$ cat src/rtl/program_loader.sv
// program_loader: UART bootloader for the 16-byte RAM of the 8-bit computer.
// It receives a frame on rx (header byte, MEM_DEPTH image bytes, then a
// checksum byte), writes the image through the program-mode RAM port and
// reports whether the load passed or failed.
//
// Ports:
//   fastClk   system clock
//   rst       asynchronous, active-high reset
//   rx        UART serial input: idle high, 8N1, LSB first, asynchronous
//   prog_mode high while an image is being written
//   addr      RAM write address
//   data      RAM write data
//   we        one-cycle write strobe; addr/data are valid while it is high
//   busy      copy of prog_mode
//   load_ok   one-cycle pulse when the image loaded and the checksum matched
//   load_err  sticky error flag, cleared when the next header is accepted
module program_loader #(
    parameter int unsigned CLKS_PER_BIT = 16,
    parameter logic [7:0]  HDR_BYTE     = 8'hA5,
    parameter int unsigned MEM_DEPTH    = 16
) (
    input  logic       fastClk,
    input  logic       rst,
    input  logic       rx,
    output logic       prog_mode,
    output logic [3:0] addr,
    output logic [7:0] data,
    output logic       we,
    output logic       busy,
    output logic       load_ok,
    output logic       load_err
);

    localparam int unsigned ADDR_W = 4;
    localparam int unsigned CNT_W  = $clog2(CLKS_PER_BIT);
    localparam logic [CNT_W-1:0]  HALF_M1 = CNT_W'(CLKS_PER_BIT / 2 - 1);
    localparam logic [CNT_W-1:0]  FULL_M1 = CNT_W'(CLKS_PER_BIT - 1);
    localparam logic [ADDR_W-1:0] LAST    = ADDR_W'(MEM_DEPTH - 1);

    typedef enum logic [1:0] {RX_IDLE, RX_START, RX_DATA, RX_STOP} rx_state_t;
    typedef enum logic [1:0] {WAIT_HDR, LOAD, CHECK} ld_state_t;

    // ---------------- UART receiver ----------------
    logic             rx_meta, rx_sync, rx_prev;
    rx_state_t        rx_state, rx_state_n;
    logic [CNT_W-1:0] bit_cnt, bit_cnt_n;
    logic [2:0]       bit_idx, bit_idx_n;
    logic [7:0]       shreg, shreg_n;
    logic             byte_valid, byte_valid_n;
    logic             frame_err, frame_err_n;

    // Two-flop synchronizer plus a delayed copy for falling-edge detection.
    always_ff @(posedge fastClk or posedge rst) begin
        if (rst) begin
            rx_meta <= 1'b1;
            rx_sync <= 1'b1;
            rx_prev <= 1'b1;
        end else begin
            rx_meta <= rx;
            rx_sync <= rx_meta;
            rx_prev <= rx_sync;
        end
    end

    // Receiver state register.
    always_ff @(posedge fastClk or posedge rst) begin
        if (rst) begin
            rx_state   <= RX_IDLE;
            bit_cnt    <= '0;
            bit_idx    <= '0;
            shreg      <= '0;
            byte_valid <= 1'b0;
            frame_err  <= 1'b0;
        end else begin
            rx_state   <= rx_state_n;
            bit_cnt    <= bit_cnt_n;
            bit_idx    <= bit_idx_n;
            shreg      <= shreg_n;
            byte_valid <= byte_valid_n;
            frame_err  <= frame_err_n;
        end
    end

    // Receiver next state: mid-bit sampling from the detected start edge.
    always_comb begin
        rx_state_n   = rx_state;
        bit_cnt_n    = bit_cnt + CNT_W'(1);
        bit_idx_n    = bit_idx;
        shreg_n      = shreg;
        byte_valid_n = 1'b0;
        frame_err_n  = 1'b0;
        case (rx_state)
            RX_IDLE: begin
                bit_cnt_n = '0;
                if (rx_prev && !rx_sync) rx_state_n = RX_START;
            end
            RX_START: begin
                if (bit_cnt == HALF_M1) begin
                    bit_cnt_n  = '0;
                    bit_idx_n  = '0;
                    // A start bit that is gone by mid-bit was a glitch.
                    rx_state_n = rx_sync ? RX_IDLE : RX_DATA;
                end
            end
            RX_DATA: begin
                if (bit_cnt == FULL_M1) begin
                    bit_cnt_n = '0;
                    shreg_n   = {rx_sync, shreg[7:1]};
                    bit_idx_n = bit_idx + 3'd1;
                    if (bit_idx == 3'd7) rx_state_n = RX_STOP;
                end
            end
            RX_STOP: begin
                if (bit_cnt == FULL_M1) begin
                    bit_cnt_n    = '0;
                    byte_valid_n = rx_sync;
                    frame_err_n  = !rx_sync;
                    // Leave at mid stop bit so a back-to-back start edge is seen.
                    rx_state_n   = RX_IDLE;
                end
            end
            default: rx_state_n = RX_IDLE;
        endcase
    end

    // ---------------- Loader ----------------
    ld_state_t         ld_state, ld_state_n;
    logic [ADDR_W-1:0] count, count_n;
    logic [7:0]        sum, sum_n;
    logic              prog_mode_n;
    logic [ADDR_W-1:0] addr_n;
    logic [7:0]        data_n;
    logic              we_n, load_ok_n, load_err_n;

    // Loader state and output registers.
    always_ff @(posedge fastClk or posedge rst) begin
        if (rst) begin
            ld_state  <= WAIT_HDR;
            count     <= '0;
            sum       <= '0;
            prog_mode <= 1'b0;
            addr      <= '0;
            data      <= '0;
            we        <= 1'b0;
            load_ok   <= 1'b0;
            load_err  <= 1'b0;
        end else begin
            ld_state  <= ld_state_n;
            count     <= count_n;
            sum       <= sum_n;
            prog_mode <= prog_mode_n;
            addr      <= addr_n;
            data      <= data_n;
            we        <= we_n;
            load_ok   <= load_ok_n;
            load_err  <= load_err_n;
        end
    end

    // Loader next state: header hunt, image write, checksum compare.
    always_comb begin
        ld_state_n  = ld_state;
        count_n     = count;
        sum_n       = sum;
        prog_mode_n = prog_mode;
        addr_n      = addr;
        data_n      = data;
        we_n        = 1'b0;
        load_ok_n   = 1'b0;
        load_err_n  = load_err;
        case (ld_state)
            WAIT_HDR: begin
                if (byte_valid && shreg == HDR_BYTE) begin
                    ld_state_n  = LOAD;
                    prog_mode_n = 1'b1;
                    load_err_n  = 1'b0;
                    sum_n       = '0;
                    count_n     = '0;
                end
            end
            LOAD: begin
                if (frame_err) begin
                    load_err_n  = 1'b1;
                    prog_mode_n = 1'b0;
                    ld_state_n  = WAIT_HDR;
                end else if (byte_valid) begin
                    // Header values here are ordinary image data.
                    data_n  = shreg;
                    addr_n  = count;
                    sum_n   = sum + shreg;
                    count_n = count + ADDR_W'(1);
                    we_n    = 1'b1;
                    if (count == LAST) ld_state_n = CHECK;
                end
            end
            CHECK: begin
                if (frame_err) begin
                    load_err_n  = 1'b1;
                    prog_mode_n = 1'b0;
                    ld_state_n  = WAIT_HDR;
                end else if (byte_valid) begin
                    if (shreg == sum) load_ok_n = 1'b1;
                    else              load_err_n = 1'b1;
                    prog_mode_n = 1'b0;
                    ld_state_n  = WAIT_HDR;
                end
            end
            default: ld_state_n = WAIT_HDR;
        endcase
    end

    assign busy = prog_mode;

endmodule
$ cat config.mk
export PLATFORM = sky130hd
export DESIGN_NAME = program_loader
export DESIGN_NICKNAME = d
export VERILOG_FILES = /design/src/rtl/program_loader.sv
export SDC_FILE = /design/constraint.sdc
export NUM_CORES = 1
export LEC_CHECK = 0
export BUFFER_PORTS_ARGS = -buffer_cell sky130_fd_sc_hd__buf_2
export CORE_MARGIN = 2
export CORE_UTILIZATION = 64
export DETAILED_ROUTE_END_ITERATION = 10
export PLACE_DENSITY = 0.93
export RECOVER_POWER = 100
export SYNTH_ARGS = -nofsm -noshare
export SYNTH_HDL_FRONTEND = slang
export SYNTH_SLANG_ARGS = --single-unit
$ cat constraint.sdc
create_clock -name fastClk -period 5.2 [get_ports fastClk]
set_input_delay 0.78 -clock fastClk [delete_from_list [all_inputs] [get_ports fastClk]]
set_output_delay 0.78 -clock fastClk [all_outputs]
set_load 0.02 [all_outputs]
=== Word level (Yosys, flattened, before mapping) ===
Cells that the tools add are included.

* Register bits after elaboration: 52
* Bits of input ports: 3
* Logic and storage cells: 114

* Add/sub/neg operators: 4
* Equal/unequal tests: 24
* Multiplexer cells: 50
* Bitwise operators: 1
* Reduce and logical (&&, ||, !) cells: 17

{| class="wikitable"
|+ Operator list
! operator !! number
|-
| 2-bit 2-to-1 mux || 12
|-
| 8-bit 2-to-1 mux || 3
|-
| 1-bit 2-to-1 mux || 20
|-
| 4-bit 2-to-1 mux || 5
|-
| 2-bit inequality test, second input constant || 9
|-
| 8-bit one-hot mux with 2 select lines || 1
|-
| 3-bit inequality test, second input constant || 4
|-
| 4-bit one-hot mux with 3 select lines || 1
|-
| 4-bit AND reduction || 3
|-
| 5-bit AND reduction || 2
|-
| 4-bit by 1-bit adder with 4-bit output, second input constant || 2
|-
| 8-bit adder || 1
|-
| 4-bit equality test, second input constant || 2
|-
| 8-bit equality test || 1
|-
| 8-bit equality test, second input constant || 1
|-
| 2-bit one-hot mux with 4 select lines || 1
|-
| 4-bit one-hot mux with 2 select lines || 1
|-
| 2-bit equality test, second input constant || 3
|-
| 3-bit 2-to-1 mux || 2
|-
| 1-bit one-hot mux with 3 select lines || 2
|-
| 2-bit one-hot mux with 3 select lines || 1
|-
| 3-bit one-hot mux with 2 select lines || 1
|-
| 3-bit AND reduction || 2
|-
| 2-bit by 1-bit equality test with 1-bit output, second input constant || 2
|-
| 11 further kinds || 14
|}

=== Depth between registers and ports, before layout ===
Gate-level depths: netlist of the first run.

* Depth in word-level cells: 5
* Depth in mapped cells: 10
* Depth with buffers taken out: 9

=== Least setup slack after synthesis of the first run ===
No wires, ideal clock.

* Path type: flip-flop to flip-flop
* From: register shreg[0]
* To: register sum[6]
* Arrival: 1,742 ps
* Data required time: 5,079 ps
* Setup slack: 3,337 ps
* Stages on the path, launching flop included: 8
* Clock period less this slack: 1,863 ps
* Cell sequence: dfrtp_1 > ha_1 > fa_1 > a21o_1 > a21oi_1 > nand3b_1 > nand3_1 > a22o_1

* Word-level cells in the longest chain between the ends: 4

{| class="wikitable"
|+ Ends and longest elaborated chain
! element !! RTL line !! RTL
|-
| from (decl) || 48 || <nowiki>logic [7:0] shreg, shreg_n;</nowiki>
|-
| from (signal assigned) || 78 || <nowiki>shreg <= shreg_n;</nowiki>
|-
| 8-bit adder / 8-bit equality test (equally long branches) || 190, 173 ||
|-
| 8-bit 2-to-1 mux / 1-bit logical AND (equally long branches) || 186, 173 ||
|-
| 8-bit 2-to-1 mux / 2-bit inequality test (equally long branches) || -- ||
|-
| 8-bit one-hot mux with 2 select lines / 4-bit AND reduction (equally long branches) || -- ||
|-
| to (signal assigned) || 150 || <nowiki>sum <= sum_n;</nowiki>
|-
| to (decl) || 129 || <nowiki>logic [7:0] sum, sum_n;</nowiki>
|}

Parallel ways exist; a longest one is shown, timed or not. The select of a mux whose other input is x is not followed.
A chain may end at the register's enable or synchronous reset.

=== Final worst setup path of the first run ===
* From: register ld_state[1]
* To: register count[3]

* Word-level cells in the longest chain between the ends: 3

{| class="wikitable"
|+ Ends and longest elaborated chain
! element !! RTL line !! RTL
|-
| from (decl) || 127 || <nowiki>ld_state_t ld_state, ld_state_n;</nowiki>
|-
| from (signal assigned) || 148 || <nowiki>ld_state <= ld_state_n;</nowiki>
|-
| 2-bit by 1-bit equality test with 1-bit output / 2-bit logical NOT (equally long branches) || 171 || <nowiki>case (ld_state)</nowiki>
|-
| 2-bit inequality test (no line) / 2-bit nonzero test (equally long branches) || -- ||
|-
| 4-bit AND reduction (no line) || -- ||
|-
| to (signal assigned) || 149 || <nowiki>count <= count_n;</nowiki>
|-
| to (decl) || 128 || <nowiki>logic [ADDR_W-1:0] count, count_n;</nowiki>
|}

Parallel ways exist; a longest one is shown, timed or not.

==> run_results.csv, run 1 <==
group,metric,value,unit
floorplan,initial_utilization,66.0,%
power,p_leak,1.33,nW
floorplan,die_w,67.8,um
sta,maxSlewViolCount,53,
clock_network,cts_tree,"built",
finish,seqCellArea,1310,um2
synthesis,synth_cells,260,
placement,place_congestion,0.921,
clock_network,clk_path_buf_depth,2,
route,vias,1946,
min_path,hold_depth,0,
synthesis,synth_commonest_cells,"57 x nand2_1, 49 x dfrtp_1, 17 x o21ai_0, 15 x ha_1, 14 x inv_1",
route,drtPass1Iterations,4,
setup_path,regToRegSetupSlack,1.91,ns
min_path,hold_path_class,"register to register",
finish,drive_gt1_share,7.94,%
sta,worst_clock_skew,0.00341,ns
power,power_density,285,nW/um2
route,wirelength,5.01,mm
setup_path,reg2reg_from,"ld_state[1]$_DFFE_PP0P_",
power,peakVddDrop,0.000274,V
setup_path,r2r.worst_path.cells,9,
clock_network,path_clk_slew,0.09,ns
sta,period_needed,3.29,ns
route,ant_nets,0,
clock_network,clock_latency,0.30,ns
clock_network,clock-sinks,52,
setup_path,startpoint_type,"register",
synthesis,synth_cell_types,46,
min_path,hold_start,"rx_meta$_DFF_PP1_",
floorplan,die_y,67.8,um
synthesis,yosysWarnings,0,
global_routing,grt.total_usage,25.4,%
synthesis,synth-edff-count,0,
min_path,worstHoldEndpoint,"rx_sync$_DFF_PP1_",
synthesis,synth_area_leaders,"dfrtp_1 47%, nand2_1 8.2%, ha_1 7.2%",
status,violations,"capacitance limit, slew limit",
sta,layout_worst_path_cycle_share,63.3,%
synthesis,avgSynthCellArea,10.0,um2
sta,setup_violations,0,
placement,portBuffers,19,
global_routing,grt_pass1_vias,1864,
finish,fin_nets,296,
sta,rsz0062_at_grt,"no",
status,status,"complete, but fails checks",
synthesis,ys_async_sr_fraction,100,%
route,drt_iter0_markers,124,
route,viasPerCell,5.95,
synthesis,synth.net_count,279,
setup_path,endpoint_kind,"register",
placement,post-place-ws,2.67,ns
setup_path,r2r-end,"count[3]$_DFFE_PP0P_",
synthesis,yosys_register_bits,52,
clock_network,post_cts_buffers,0,
sta,slew_headroom,-25.9,%
finish,antennaDiodeCount,0,
floorplan,io_pins,20,
clock_network,cts_made_buffers,5,
global_routing,antenna_found_initial,0,
setup_path,critPathRequiredTime,5.42,ns
sta,worstMarginPinSlew,1.89,ns
placement,hpwl,3.55,mm
sta,finalHoldViolations,0,
setup_path,cp.arrival,3.51,ns
global_routing,grt_pass1_wl,8.55,mm
finish,fillers,295,
floorplan,dieArea,4590,um2
clock_network,cts-resized-gates,0,
setup_path,critPathKind,"register to register",
synthesis,synth_most_common_cell,"nand2_1",
synthesis,synthDominantCellAreaShare,47.1,%
clock_network,ctsHoldBuffers,0,
route,wl_per_cell,15.3,um
setup_path,worstPathMaxFanout,16,
synthesis,yosysSeqAreaShare,50.1,%
floorplan,core,3940,um2
synthesis,ys.flop_type,"dfrtp_1",
floorplan,rows,23,
global_routing,grt.overflow.total,0,
sta,fin_setup_tns,0,ns
clock_network,root_buffer,"clkbuf_8",
finish,layout-area-overhead-vs-synth,5.48,%
sta,fin_ws,1.91,ns
route,drc_errors,0,
synthesis,synth_area_leader_cell,"dfrtp_1",
job,maxCapViolations,1,
global_routing,grt_max_degree,53,
synthesis,syn-cell-area,2600,um2
clock_network,htreeDepth,2,
sta,max_freq,304,MHz
finish,multi_input_area,1170,um2
==> sequential cells by signal, summed over array words and instances, names as in the netlist, 2 cells and up, named ones only <==
signal and count:
bit_idx 3, bit_cnt 4, ld_state 2, data 8, shreg 8, count 4
addr 4, sum 8
==> report_power, final <==
group / internal [mW] / switching (mW) / total, mW
registers: 0.430 / 0.0425 / 0.473
logic: 0.0451 / 0.0501 / 0.0952
clock network: 0.0917 / 0.124 / 0.216
total: 0.567 / 0.216 / 0.783
==> final cells by class <==
| class | count | share of cell area, % |
|---|---|---|
| clock inverters | 1 | 0.182 |
| well taps | 50 | 2.28 |
| repair buffers | 20 | 2.83 |
| clock buffers | 6 | 2.64 |
| inverters | 14 | 1.91 |
| flip-flops and latches | 52 | 47.5 |
| multi-input cells | 184 | 42.6 |
==> cells in the final DEF (no fill, tap or decap), types with 5 or more instances in the layout <==
cell type  netlist  routed
a21oi_1         10      10
clkbuf_8         0       5
clkbuf_1         6      19
nand3_1          6       7
ha_1            15      15
inv_1           14      14
mux2_2           7       7
nor2_1          10      10
nand2_1         57      57
nor3_1           8       8
o21ai_0         17      22
dfrtp_1         49      49
==> logic make-up (layout without fill, tap and decap cells) <==
family	count (synthesis)	in the layout	synth area share [%]
AO/OA/AOI/OAI	50	50	13.1
XOR/XNOR	6	6	2.02
adder cells (fa/ha/maj)	16	16	7.98
buffers and inverters	24	41	3.70
flip-flops	52	52	50.1
multiplexers	11	11	4.95
AND/OR/NAND/NOR	101	101	18.1
==> through the flow <==
stage / utilization [%] / power, mW / cells / hold slack (ns) / instance area [um2]
floorplan: - / 0.557 / 260 / 0.345 / 2600
global placement: 69.1 / 0.570 / 320 / 0.347 / 2720
detailed placement: 69.1 / 0.575 / 320 / 0.349 / 2720
CTS: 71.1 / 0.786 / 327 / 0.362 / 2800
global route: 69.6 / 0.823 / 327 / 0.368 / 2750
finish: 69.6 / 0.783 / 327 / 0.366 / 2750
==> metal layers <==
layer / routed length, um / track usage, % / share of wire [%] / up-vias
li1: - / - / - / 922
met1: 2260 / 34.9 / 45 / 953
met2: 2330 / 39.7 / 46 / 54
met3: 260 / 5.17 / 5.2 / 17
met4: 159 / 10.0 / 3.2 / 0
met5: 0 / 0 / 0 / -
==> worst max-delay path by stage <==
stage               depth (start not counted)               startpoint                          to  slack (ns)
floorplan                                   1                      rst  asynchronous set/reset pin        3.17
global placement                            9  ld_state[1]$_DFFE_PP0P_        count[3]$_DFFE_PP0P_        2.80
detailed placement                          9  ld_state[1]$_DFFE_PP0P_        count[3]$_DFFE_PP0P_        2.67
CTS                                         9  ld_state[1]$_DFFE_PP0P_        count[3]$_DFFE_PP0P_        2.65
global route                                9  ld_state[1]$_DFFE_PP0P_        count[3]$_DFFE_PP0P_        1.49
finish                                      9  ld_state[1]$_DFFE_PP0P_        count[3]$_DFFE_PP0P_        1.91
==> critical path, stage by stage (launching register included) <==
cell,delay [ns]
dfrtp_1,0.40
inv_1,0.08
ha_1,0.25
inv_1,0.13
nor2_1,0.07
nand2_1,0.36
inv_1,0.32
o21ai_0,1.14
o21ai_0,0.31
o31ai_1,0.13
Power figures use the tool's default switching activity.
==> inputs of run 2 (changes only) <==
--- a/config.mk
+++ b/config.mk
@@ -7,9 +7,9 @@
 export LEC_CHECK = 0
 export BUFFER_PORTS_ARGS = -buffer_cell sky130_fd_sc_hd__buf_2
 export CORE_MARGIN = 2
-export CORE_UTILIZATION = 64
+export CORE_UTILIZATION = 59
 export DETAILED_ROUTE_END_ITERATION = 10
-export PLACE_DENSITY = 0.93
+export PLACE_DENSITY = 0.88
 export RECOVER_POWER = 100
 export SYNTH_ARGS = -nofsm -noshare
 export SYNTH_HDL_FRONTEND = slang
==> constraint.sdc (replaced) <==
create_clock -name fastClk -period 3.2 [get_ports fastClk]
set_input_delay 0.48 -clock fastClk [delete_from_list [all_inputs] [get_ports fastClk]]
set_output_delay 0.48 -clock fastClk [all_outputs]
set_load 0.02 [all_outputs]
==> run_results.csv, run 2 (synthesis gave the netlist of run 1 again) <==
group,metric,value,unit
status,status,"complete, but fails checks",
status,violations,"capacitance limit, slew limit",
floorplan,die_w,70.4,um
placement,post-place-ws,1.03,ns
finish,fillers,346,
clock_network,cts-resized-gates,0,
setup_path,worstPathMaxFanout,16,
sta,fin_ws,0.724,ns
power,p_clk_share,35.8,%
finish,fin_nets,297,
floorplan,die_y,70.4,um
route,wl_per_cell,14.9,um
power,swShare,25.0,%
global_routing,grt_max_degree,53,
finish,final_cell_mix,"57 x nand2_1, 49 x dfrtp_1, 21 x o21ai_0",
sta,layout_worst_path_cycle_share,77.4,%
sta,worstMarginPinSlew,1.85,ns
power,peakVddDrop,0.000389,V
finish,layout-area-overhead-vs-synth,7.84,%
route,drt_iter0_markers,172,
clock_network,cts_made_buffers,5,
placement,place_area,2730,um2
global_routing,grt_pass1_vias,1813,
sta,max_freq,404,MHz
clock_network,cts_tree,"built",
min_path,hold_path_class,"primary input to register",
power,comb_power_share,10.9,%
clock_network,clock_latency,0.31,ns
power,intPower,1.08,mW
floorplan,initial_utilization,60.6,%
clock_network,clk_path_buf_depth,2,
route,wirelength,4.92,mm
floorplan,io_pins,20,
power,power_density,513,nW/um2
sta,slew_headroom,-23.4,%
clock_network,clock-sinks,52,
route,viasPerCell,5.75,
setup_path,critPathRequiredTime,3.40,ns
setup_path,critPathKind,"register to register",
route,vias,1896,
finish,mostFrequentLayoutCell,"nand2_1",
sta,fin_setup_tns,0,ns
sta,period_needed,2.48,ns
clock_network,root_buffer,"clkbuf_8",
global_routing,grt.total_usage,21.5,%
sta,finalHoldViolations,0,
finish,reg_top3,"data (8), shreg (8), sum (8)",
sta,maxSlewViolCount,53,
finish,drive_gt1_share,8.63,%
placement,portBuffers,19,
job,maxCapViolations,1,
placement,hpwl,3.46,mm
clock_network,ctsHoldBuffers,0,
route,drc_errors,0,
clock_network,htreeDepth,2,
sta,setup_violations,0,
placement,place_congestion,0.944,
setup_path,endpoint_kind,"register",
global_routing,grt.overflow.total,0,
setup_path,startpoint_type,"register",
finish,stdcell_area,2810,um2
floorplan,rows,24,
power,p_switching,361,uW
route,drtPass1Iterations,4,
route,ant_nets,0,
floorplan,dieArea,4960,um2
power,p_leak,1.35,nW
power,seq_power_share,53.3,%
sta,worst_clock_skew,0.00622,ns
clock_network,path_clk_slew,0.09,ns
clock_network,post_cts_buffers,0,
global_routing,grt_pass1_wl,8.31,mm
finish,antennaDiodeCount,0,
global_routing,antenna_found_initial,0,
setup_path,cp.arrival,2.67,ns
sta,rsz0062_at_grt,"no",
floorplan,core,4290,um2
-- run 2: changes by cell type in the layout (fill, tap and decap cells not counted), sizes merged --
cell,before,now
clkinv,1,0
bufinv,0,2
-- run 2: worst paths after layout --
kind,start,slack (ns),depth (start not counted),to
max reg2reg,shreg[3]$_DFFE_PP0P_,0.72,5,count[3]$_DFFE_PP0P_
min,rx,0.26,1,rx_meta$_DFF_PP1_
min reg2reg,rx_meta$_DFF_PP1_,0.37,0,rx_sync$_DFF_PP1_
max in group asynchronous,rst,1.37,2,ld_state[1]$_DFFE_PP0P_
min in group asynchronous,rst,0.76,2,data[0]$_DFFE_PP0P_
max,shreg[3]$_DFFE_PP0P_,0.72,5,count[3]$_DFFE_PP0P_
-- run 2: power by group through the flow --
| stage | logic [mW] | clock network [mW] | registers [mW] |
|---|---|---|---|
| finish | 0.157 | 0.516 | 0.768 |
| detailed placement | 0.159 | 0 | 0.779 |
| CTS | 0.160 | 0.529 | 0.765 |
| global route | 0.180 | 0.553 | 0.776 |
| floorplan | 0.169 | 0 | 0.736 |
| global placement | 0.152 | 0 | 0.778 |
-- run 2: final cells by class --
| type | instances | area [um2] | share of cell area (%) |
|---|---|---|---|
| clock inverter | 2 | 60.1 | 2.14 |
| multi-input combinational | 184 | 1170 | 41.8 |
| tap | 52 | 65.1 | 2.32 |
| inverter | 14 | 52.6 | 1.87 |
| clock buffer | 5 | 68.8 | 2.45 |
| timing repair buffer | 21 | 81.3 | 2.90 |
| sequential | 52 | 1310 | 46.5 |
-- run 2: metrics by stage --
stage | power (mW) | util [%] | hold slack, ns | instances
floorplan | 0.905 | - | 0.345 | 260
global placement | 0.930 | 63.7 | 0.345 | 323
detailed placement | 0.937 | 63.7 | 0.348 | 323
CTS | 1.45 | 66.7 | 0.256 | 330
global route | 1.51 | 65.4 | 0.249 | 330
finish | 1.44 | 65.4 | 0.265 | 330
-- run 2: metal layers --
layer	track usage (%)	vias to the layer above	part of all wire [%]
li1	-	919	-
met1	28.4	908	46
met2	33.3	54	47
met3	5.05	15	4.5
met4	10.0	0	2.5
met5	0	-	0
-- run 2: critical path, cell delays in order, from the launching register on --
cell	delay [ns]
dfrtp_1	0.45
or3b_1	0.40
o41ai_1	0.79
o21ai_2	0.37
o21ai_0	0.26
o31ai_1	0.09
